===== src/rtl/prop_clk_pkg.sv =====
// Shared types for the Propeller-style clock controller: FSM states, CLKSEL codes,
// the clock-enable divisor table and the CLKSEL legality rule.
package prop_clk_pkg;

  typedef enum logic [1:0] {
    ST_RESET  = 2'd0,
    ST_RUN    = 2'd1,
    ST_SETTLE = 2'd2
  } state_e;

  localparam logic [2:0] SEL_RCFAST = 3'b000;
  localparam logic [2:0] SEL_RCSLOW = 3'b001;
  localparam logic [2:0] SEL_XIN    = 3'b010;
  localparam logic [2:0] SEL_PLL1X  = 3'b011;
  localparam logic [2:0] SEL_PLL2X  = 3'b100;
  localparam logic [2:0] SEL_PLL4X  = 3'b101;
  localparam logic [2:0] SEL_PLL8X  = 3'b110;
  localparam logic [2:0] SEL_PLL16X = 3'b111;

  localparam int DIV_W = 16;

  function automatic logic [DIV_W-1:0] sel_div(input logic [2:0] sel,
                                               input logic [DIV_W-1:0] slow_div);
    case (sel)
      SEL_RCFAST: return 16'd1;
      SEL_RCSLOW: return slow_div;
      SEL_XIN:    return 16'd16;
      SEL_PLL1X:  return 16'd16;
      SEL_PLL2X:  return 16'd8;
      SEL_PLL4X:  return 16'd4;
      SEL_PLL8X:  return 16'd2;
      default:    return 16'd1;
    endcase
  endfunction

  // RC sources are always available; crystal needs OSCENA, PLL modes need both.
  function automatic logic sel_legal(input logic [2:0] sel, input logic oscena,
                                     input logic pllena);
    if (sel == SEL_RCFAST || sel == SEL_RCSLOW) return 1'b1;
    if (sel == SEL_XIN) return oscena;
    return oscena & pllena;
  endfunction

endpackage


===== src/rtl/prop_clk_ctrl_if.sv =====
// Core-facing signal bundle of the clock controller: DTR/CLK register in, reset/enable/status out.
interface prop_clk_ctrl_if;
  logic       dtr;
  logic [7:0] cfg;
  logic       nres;
  logic       clk_en;
  logic [2:0] mode;
  logic       switching;
  logic       cfg_err;

  modport master (output dtr, cfg, input nres, clk_en, mode, switching, cfg_err);
  modport slave  (input dtr, cfg, output nres, clk_en, mode, switching, cfg_err);
endinterface


===== src/rtl/prop_pulse_stretch.sv =====
// DTR synchroniser and rising-edge detector plus the core reset pulse-length counter.
module prop_pulse_stretch #(
  parameter int RES_CYCLES = 2400
) (
  input  logic clk,
  input  logic rst_n,
  input  logic dtr_i,
  input  logic force_i,
  output logic restart_o,
  output logic done_o
);

  localparam int CW = $clog2(RES_CYCLES + 1);
  localparam logic [CW-1:0] CNT_LAST = CW'(RES_CYCLES - 1);

  // [0],[1] form the synchroniser, [2] holds the previous synchronised level.
  logic [2:0]    dtr_q;
  logic [CW-1:0] cnt_q, cnt_d;
  logic          active_q, active_d;

  assign restart_o = (dtr_q[1] & ~dtr_q[2]) | force_i;
  assign done_o    = active_q && (cnt_q == CNT_LAST) && !restart_o;

  always_comb begin
    cnt_d    = cnt_q;
    active_d = active_q;
    if (restart_o) begin
      cnt_d    = '0;
      active_d = 1'b1;
    end else if (done_o) begin
      cnt_d    = '0;
      active_d = 1'b0;
    end else if (active_q) begin
      cnt_d = cnt_q + 1'b1;
    end
  end

  always_ff @(posedge clk or negedge rst_n) begin
    if (!rst_n) begin
      dtr_q    <= '0;
      cnt_q    <= '0;
      active_q <= 1'b1;
    end else begin
      dtr_q    <= {dtr_q[1:0], dtr_i};
      cnt_q    <= cnt_d;
      active_q <= active_d;
    end
  end

endmodule


===== src/rtl/prop_clk_ctrl.sv =====
// Core clock controller: reset sequencing, glitch-free clock-enable divisor switching
// with oscillator/PLL settle delay, and illegal-request detection.
module prop_clk_ctrl
  import prop_clk_pkg::*;
#(
  parameter int RES_CYCLES    = 2400,
  parameter int SETTLE_CYCLES = 1200,
  parameter int SLOW_DIV      = 600
) (
  input  logic           clk,
  input  logic           inp_resn,
  prop_clk_ctrl_if.slave bus
);

  localparam int SET_W = $clog2(SETTLE_CYCLES + 1);
  localparam logic [SET_W-1:0] SET_LAST = SET_W'(SETTLE_CYCLES - 1);

  logic [7:0]       cfgx_q;
  state_e           state_q, state_d;
  logic [2:0]       mode_q, mode_d, target_q, target_d;
  logic             pend_q, pend_d;
  logic [1:0]       ena_q, ena_d;
  logic [DIV_W-1:0] div_cnt_q, div_cnt_d;
  logic [SET_W-1:0] settle_cnt_q, settle_cnt_d;
  logic             cfg_err_q, cfg_err_d;
  logic             clk_en_q, clk_en_d;
  logic             nres_q, switching_q;

  logic             restart, res_done;
  logic [2:0]       req;
  logic [1:0]       en_cur;
  logic [DIV_W-1:0] div;
  logic             tick, req_ok, mode_ok, rose, settled;
  logic             unused_cfg;

  prop_pulse_stretch #(.RES_CYCLES(RES_CYCLES)) u_res (
    .clk       (clk),
    .rst_n     (inp_resn),
    .dtr_i     (bus.dtr),
    .force_i   (cfgx_q[7]),
    .restart_o (restart),
    .done_o    (res_done)
  );

  assign req        = cfgx_q[2:0];
  assign en_cur     = cfgx_q[6:5];
  assign unused_cfg = ^cfgx_q[4:3];
  assign div        = sel_div(mode_q, DIV_W'(SLOW_DIV));
  assign tick       = (div_cnt_q == div - 1'b1);
  assign req_ok     = sel_legal(req, en_cur[0], en_cur[1]);
  assign mode_ok    = sel_legal(mode_q, en_cur[0], en_cur[1]);
  // ena_q holds the enables already covered by a settle period; any bit above it is new.
  assign rose       = |(en_cur & ~ena_q);
  assign settled    = (settle_cnt_q == SET_LAST);

  always_comb begin
    state_d      = state_q;
    mode_d       = mode_q;
    target_d     = target_q;
    pend_d       = pend_q;
    ena_d        = ena_q & en_cur;
    div_cnt_d    = tick ? '0 : div_cnt_q + 1'b1;
    settle_cnt_d = settle_cnt_q;
    cfg_err_d    = cfg_err_q;
    clk_en_d     = tick;
    if (restart) begin
      state_d      = ST_RESET;
      mode_d       = SEL_RCFAST;
      pend_d       = 1'b0;
      ena_d        = '0;
      div_cnt_d    = '0;
      settle_cnt_d = '0;
      clk_en_d     = 1'b1;
    end else begin
      case (state_q)
        ST_RESET: begin
          mode_d       = SEL_RCFAST;
          pend_d       = 1'b0;
          ena_d        = '0;
          div_cnt_d    = '0;
          settle_cnt_d = '0;
          clk_en_d     = 1'b1;
          if (res_done) state_d = ST_RUN;
        end
        ST_RUN, ST_SETTLE: begin
          if (!req_ok) cfg_err_d = 1'b1;
          if (!mode_ok) begin
            // The source in use lost its enable: fall back to RCFAST at the next pulse.
            cfg_err_d = 1'b1;
            pend_d    = 1'b0;
            if (tick) begin
              mode_d    = SEL_RCFAST;
              div_cnt_d = '0;
              state_d   = ST_RUN;
            end
          end else if (state_q == ST_RUN) begin
            if (req_ok && req != mode_q) begin
              target_d = req;
              if (rose) begin
                state_d      = ST_SETTLE;
                settle_cnt_d = '0;
                ena_d        = en_cur;
                pend_d       = 1'b0;
              end else begin
                pend_d = 1'b1;
              end
            end else if (req_ok) begin
              pend_d = 1'b0;
            end
            if (tick && pend_q) begin
              mode_d    = target_q;
              div_cnt_d = '0;
              pend_d    = 1'b0;
              state_d   = ST_RUN;
            end
          end else begin
            if (req_ok) target_d = req;
            if (rose) begin
              settle_cnt_d = '0;
              ena_d        = en_cur;
            end else if (!settled) begin
              settle_cnt_d = settle_cnt_q + 1'b1;
            end
            if (req_ok && req == mode_q) begin
              state_d = ST_RUN;
            end else if (!rose && settled && tick) begin
              mode_d    = target_q;
              div_cnt_d = '0;
              state_d   = ST_RUN;
            end
          end
        end
        default: state_d = ST_RESET;
      endcase
    end
  end

  always_ff @(posedge clk or negedge inp_resn) begin
    if (!inp_resn) begin
      cfgx_q       <= '0;
      state_q      <= ST_RESET;
      mode_q       <= SEL_RCFAST;
      target_q     <= SEL_RCFAST;
      pend_q       <= 1'b0;
      ena_q        <= '0;
      div_cnt_q    <= '0;
      settle_cnt_q <= '0;
      cfg_err_q    <= 1'b0;
      clk_en_q     <= 1'b0;
      nres_q       <= 1'b0;
      switching_q  <= 1'b0;
    end else begin
      cfgx_q       <= bus.cfg;
      state_q      <= state_d;
      mode_q       <= mode_d;
      target_q     <= target_d;
      pend_q       <= pend_d;
      ena_q        <= ena_d;
      div_cnt_q    <= div_cnt_d;
      settle_cnt_q <= settle_cnt_d;
      cfg_err_q    <= cfg_err_d;
      clk_en_q     <= clk_en_d;
      nres_q       <= (state_d != ST_RESET);
      switching_q  <= (state_d == ST_SETTLE);
    end
  end

  assign bus.nres      = nres_q;
  assign bus.clk_en    = clk_en_q;
  assign bus.mode      = mode_q;
  assign bus.switching = switching_q;
  assign bus.cfg_err   = cfg_err_q;

endmodule


===== src/flat_wrapper.sv =====
// flat-port wrapper written by rule: the top's interface ports become plain ports
module prop_clk_ctrl_flat import prop_clk_pkg::*;
#(
  parameter int RES_CYCLES    = 2400,
  parameter int SETTLE_CYCLES = 1200,
  parameter int SLOW_DIV      = 600
)
  (clk, inp_resn, bus_dtr, bus_cfg, bus_nres, bus_clk_en, bus_mode, bus_switching, bus_cfg_err);
  prop_clk_ctrl_if bus_i ();
  input  logic clk;
  input  logic inp_resn;
  input wire logic [$bits(bus_i.dtr)-1:0] bus_dtr;
  input wire logic [$bits(bus_i.cfg)-1:0] bus_cfg;
  output wire logic [$bits(bus_i.nres)-1:0] bus_nres;
  output wire logic [$bits(bus_i.clk_en)-1:0] bus_clk_en;
  output wire logic [$bits(bus_i.mode)-1:0] bus_mode;
  output wire logic [$bits(bus_i.switching)-1:0] bus_switching;
  output wire logic [$bits(bus_i.cfg_err)-1:0] bus_cfg_err;
  assign bus_i.dtr = bus_dtr;
  assign bus_i.cfg = bus_cfg;
  assign bus_nres = bus_i.nres;
  assign bus_clk_en = bus_i.clk_en;
  assign bus_mode = bus_i.mode;
  assign bus_switching = bus_i.switching;
  assign bus_cfg_err = bus_i.cfg_err;
  prop_clk_ctrl #(.RES_CYCLES(RES_CYCLES), .SETTLE_CYCLES(SETTLE_CYCLES), .SLOW_DIV(SLOW_DIV)) u_core (.clk(clk), .inp_resn(inp_resn), .bus(bus_i));
endmodule

===== config.mk =====
export PLATFORM = sky130hd
export DESIGN_NAME = prop_clk_ctrl_flat
export DESIGN_NICKNAME = d
export VERILOG_FILES = /design/src/rtl/prop_clk_pkg.sv /design/src/rtl/prop_clk_ctrl_if.sv /design/src/rtl/prop_pulse_stretch.sv /design/src/rtl/prop_clk_ctrl.sv /design/src/flat_wrapper.sv
export SDC_FILE = /design/constraint.sdc
export NUM_CORES = 1
export LEC_CHECK = 0
export CAP_MARGIN = 0
export CORE_MARGIN = 2
export CORE_UTILIZATION = 55
export DETAILED_ROUTE_END_ITERATION = 16
export PLACE_DENSITY_LB_ADDON = 0.08
export SKIP_CTS_REPAIR_TIMING = 1
export SLEW_MARGIN = 10
export SYNTH_ARGS = -nofsm -noshare
export SYNTH_HDL_FRONTEND = slang
export SYNTH_HIERARCHICAL = 1
export SYNTH_SLANG_ARGS = --single-unit
export TNS_END_PERCENT = 5

===== constraint.sdc =====
create_clock -name clk -period 3.03 [get_ports clk]
set_input_delay 0.606 -clock clk [delete_from_list [all_inputs] [get_ports clk]]
set_output_delay 0.606 -clock clk [all_outputs]
set_load 0.005 [all_outputs]

# Yosys cells after proc, flatten, opt, wreduce, memory -nomap -nowiden
# Index checks and enable logic that the tools add are counted.
# word_totals
out_inout_bits	7
ram_bits	0
latch_bits	0
memories	0
ff_bits	66
rom_bits	0
# op_classes
magnitude_cmp	0
n_reduce_logical	27
n_mul	0
n_addsub	4
shift	0
mux	77
n_eq_ne	28
n_div	0
bitwise	8
# op_table
op	n
$mux 16	8
$mux 11	7
$pmux 10 s5	1
$mux 12	3
$pmux 16 s2	1
$mux 2	15
$mux 3	10
$mux 1	27
$pmux 11 s2	1
$add 16x1->16 const B	1
$eq 16x16->1	1
$ne 5x5->1 const B	3
$reduce_and 5->1	3
$add 12x1->12 const B	1
$eq 12x12->1 const B	1
$add 11x1->11 const B	1
$eq 11x11->1 const B	1
$sub 10x1->11 const B	1
$eq 3x2->1 const B	3
$eq 3x3->1 const B	3
$ne 4x3->1 const B	2
$ne 4x4->1 const B	2
$pmux 2 s2	2
$logic_and 1x1->1	7
24 further kinds	39

# Depth between registers and ports, before layout
# logic_depth
ltp_word	14
mapped_depth	11

# Hierarchy
# Netlist, hierarchy kept.
# by_module_without_submodules
mod	area_each_um2	instances	seq_area_each_um2	cells_per_inst
prop_clk_ctrl	2866.5	1	1201.2	307
prop_pulse_stretch	803.3	1	401.6	73

# Least setup slack after synthesis
# OpenSTA, ideal clock, no wires.
# synth_path
path_kind	reg-to-reg
start	register u_core.state_q[0]
end	register u_core.settle_cnt_q[9]
arrival_time_ns	2.236
stages_incl_launch_ff	10
required_time_ns	2.926
slack_ns	0.691
path_cell_list	dfrtp_1 -> inv_1 -> ha_1 -> buf_2 -> inv_1 -> nor2_1 -> nand3_1 -> or4_1 -> buf_2 -> o41ai_2
# synth_via
elab_chain_cells	5
elab_cells_between_ends	14
classes_between	eq/ne: 6; mux: 4; reduce/logical: 4
# synth_lines
item	line	source
from (decl)	prop_clk_ctrl.sv:19	state_e state_q, state_d;
from (signal assigned)	prop_clk_ctrl.sv:154	state_q <= state_d;
$eq 2x1->1	prop_clk_ctrl.sv:75, prop_clk_ctrl.sv:96	
$mux 11	prop_clk_ctrl.sv:96	end else if (state_q == ST_RUN) begin
$mux 11	prop_clk_ctrl.sv:87	if (!mode_ok) begin
$pmux 11 s2	prop_clk_ctrl.sv:75	case (state_q)
$mux 11	prop_clk_ctrl.sv:66	if (restart) begin
to (signal assigned)	prop_clk_ctrl.sv:160	settle_cnt_q <= settle_cnt_d;
to (decl)	prop_clk_ctrl.sv:24	logic [SET_W-1:0] settle_cnt_q, settle_cnt_d;
# Parallel ways exist; a longest one is shown, timed or not. The select of a mux whose other input is x is not followed.
# A chain may end at the register's enable or synchronous reset.

# Worst setup path in the final report
# Same ends and word-level chain as after synthesis.

==> impl_metrics.csv <==
group,metric,value,unit
outcome,outcome,"complete, no violations",
clocking,h-tree-depth,3,
power_and_ir_drop,swShare,0.238,
clocking,cts_root_buf,"clkbuf_8",
global_route,grtUsageTotal,0.223,
worst_setup_path,crit_required,3.28,ns
clocking,clk_pin_slew,0.07,ns
worst_setup_path,timing.rr.start,"u_core/state_q[0]",
global_route,grt_max_degree,42,
route,via_count,2931,
power_and_ir_drop,power_leakage,1.78,nW
sta,period_minus_slack,2.59,ns
sta,setup_tns,0,ns
worst_setup_path,r2r-end,"u_core/settle_cnt_q[9]",
global_route,antenna_found_initial,0,
yosys,synth_flop_cell,"dfrtp_1",
worst_setup_path,worstSetupPathType,"reg2reg",
final_layout,drive_gt1_frac,0.114,
floorplan,die_h,85.7,um
place,io_buffers,15,
worst_setup_path,end_kind,"register",
power_and_ir_drop,p_sw,0.399,mW
sta,maxSlewViolCount,0,
power_and_ir_drop,irDropWorstVdd,0.262,mV
yosys,synthArstFlopShare,1.00,
power_and_ir_drop,clkPwrFrac,0.428,
worst_setup_path,ff2ff_setup_slack,0.44,ns
yosys,avgSynthCellArea,9.66,um2
yosys,ys_types,66,
route,wl,7400,um
route,first_pass_iters,4,
worst_setup_path,r2r_cells,7,
yosys,synth_seq_cells,64,
clocking,cts_sinks,64,
power_and_ir_drop,power_density,410,nW/um2
route,viasPerCell,6.08,
clocking,cts_made_buffers,9,
worst_setup_path,cp_data_arrival_time,2.83,ns
route,drc_errors,0,
run,cap_viol_max_count,0,
power_and_ir_drop,seq_power_share,0.523,
final_layout,syn2layout_area_growth,11.6,%
sta,setup_viol,0,
global_route,grt_pass1_wl,13200,um
floorplan,core_area,6390,um2
yosys,synth_area,3670,um2
yosys,synth_nets,400,
floorplan,io_pins,18,
floorplan,die_w,85.7,um
final_layout,diodes,0,
floorplan,initial_core_util,0.575,
worst_setup_path,startpoint_type,"register",
sta,tightest_slew,0.605,ns
hold_path,hp-class,"in2async",
global_route,global_route.overflow_total,0,
final_layout,nFillCells,552,
route,drt_iter0_markers,177,
place,hpwl,5220,um
power_and_ir_drop,p_int,1.28,mW
clocking,clock_latency,0.35,ns
sta,skew,0.00680,ns
sta,rsz0062_at_grt,"no",
yosys,synth_warnings,6,
sta,relSlewSlack,0.595,
sta,timing.fmax,387,MHz
power_and_ir_drop,comb_power_share,0.050,
floorplan,rows,29,
route,wl_per_cell,15.3,um
final_layout,mostFrequentLayoutCell,"dfrtp_1",
sta,hold_violations,0,
sta,finalCritPeriodShare,0.854,
yosys,synthCells,380,
clocking,cts_tree,"done",
place,gp_congestion,0.877,
worst_setup_path,crit_fanout,9,
clocking,clockBufferDepth,2,
yosys,ys_seq_area_frac,0.437,
final_layout,final_cell_mix,"63 x dfrtp_1, 38 x nor2_1, 29 x nand2_1",
power_and_ir_drop,power,1.68,mW
final_layout,nNetsFinal,420,
floorplan,dieArea,7340,um2
route,ant_nets,0,
yosys,synth_edf_count,0,
global_route,grt_pass1_vias,2885,
[kinds of logic (layout without fill, tap and decap cells)]
| family | Yosys count | count (layout) | share of synthesized area |
|---|---|---|---|
| AO/OA/AOI/OAI | 79 | 79 | 0.163 |
| XOR/XNOR | 26 | 26 | 0.0621 |
| adder cells (fa/ha/maj) | 9 | 9 | 0.0307 |
| buffers and inverters | 27 | 52 | 0.0334 |
| flip-flops | 64 | 64 | 0.437 |
| multiplexers | 9 | 9 | 0.0256 |
| other | 1 | 1 | 0.00102 |
| AND/OR/NAND/NOR | 165 | 165 | 0.248 |
[final cells by class]
class                   instances  area (um2)  area share
repair buffers                 23         205      0.0501
clock buffers                   9         124      0.0303
inverters                      13        48.8      0.0119
multi-input cells             289        1940       0.475
clock inverters                 7        72.6      0.0177
flip-flops and latches         64        1600       0.392
well taps                      77        96.3      0.0235
[per-stage QoR]
step	utilization	area [um2]	hold slack, ns	setup slack (ns)	cells
3_5_place_dp	0.610	3900	0.336	0.495	466
3_3_place_gp	0.610	3900	0.338	0.539	466
5_1_grt	0.641	4090	0.242	0.243	482
6_report	0.641	4090	0.237	0.444	482
4_1_cts	0.641	4090	0.243	0.466	482
2_1_floorplan	-	3670	0.310	0.691	380
[registers in the layout, indices dropped and copies added, names as in the netlist, 3 cells and up]
signal	count
u_core/u_res/dtr_q	3
u_core/u_res/cnt_q	12
u_core/target_q	3
u_core/bus.mode	3
u_core/div_cnt_q	16
u_core/settle_cnt_q	11
u_core/cfgx_q	6
[how the worst max path moves through the flow]
stage / startpoint / end / slack (ns) / cells after the start
final: u_core/state_q[0] / u_core/settle_cnt_q[9] / 0.44 / 7
after CTS: u_core/state_q[0] / u_core/settle_cnt_q[9] / 0.47 / 7
after floorplan: u_core/state_q[0] / u_core/settle_cnt_q[9] / 0.69 / 9
after detailed placement: u_core/state_q[0] / u_core/settle_cnt_q[9] / 0.49 / 7
after global routing: u_core/state_q[0] / u_core/settle_cnt_q[7] / 0.24 / 7
after global placement: u_core/state_q[0] / u_core/settle_cnt_q[9] / 0.54 / 7
[cell usage after synthesis (3+ instances only)]
cell / number / share of area
nand3_1: 17 / 0.023
clkbuf_1: 5 / 0.0051
nand2b_1: 4 / 0.0068
mux2i_1: 6 / 0.016
nand2_1: 29 / 0.030
o21ai_0: 16 / 0.022
and3_1: 12 / 0.020
a21o_1: 4 / 0.0082
and2_1: 6 / 0.010
a31oi_1: 5 / 0.0085
xnor2_1: 11 / 0.026
nor2_1: 38 / 0.039
o211a_1: 3 / 0.0082
mux2_2: 3 / 0.0092
nor3_1: 11 / 0.015
a21oi_1: 5 / 0.0068
dfrtp_1: 63 / 0.43
nor2b_1: 8 / 0.014
inv_1: 13 / 0.013
o31ai_1: 10 / 0.020
o211ai_1: 6 / 0.012
buf_4: 4 / 0.0082
or4_1: 3 / 0.0061
nand4_1: 11 / 0.019
or3_1: 4 / 0.0068
o22ai_1: 3 / 0.0051
a211oi_1: 5 / 0.010
buf_2: 5 / 0.0068
xor2_1: 15 / 0.036
ha_1: 9 / 0.031
[power by group through the flow]
stage / clock [mW] / combinational, mW / sequential (mW)
2_1_floorplan: 0 / 0.0408 / 0.891
3_3_place_gp: 0 / 0.0826 / 0.893
3_5_place_dp: 0 / 0.0851 / 0.893
4_1_cts: 0.738 / 0.0853 / 0.877
5_1_grt: 0.776 / 0.0943 / 0.879
6_report: 0.718 / 0.0832 / 0.877
[metal layers]
layer,vias up,routed length [um],global-route usage
li1,1437,-,-
met1,1422,3510,0.296
met2,55,3510,0.355
met3,17,207,0.0404
met4,0,172,0.107
met5,-,0,0
[critical path, stage by stage (launching register included)]
cell and delay, ns:
dfrtp_1 0.51, inv_1 0.11, ha_1 0.31, inv_1 0.06
nor2_1 0.27, nand3_1 0.25, or4_1 0.66, o41ai_2 0.32
No activity file was read; power rests on OpenSTA's default activity.
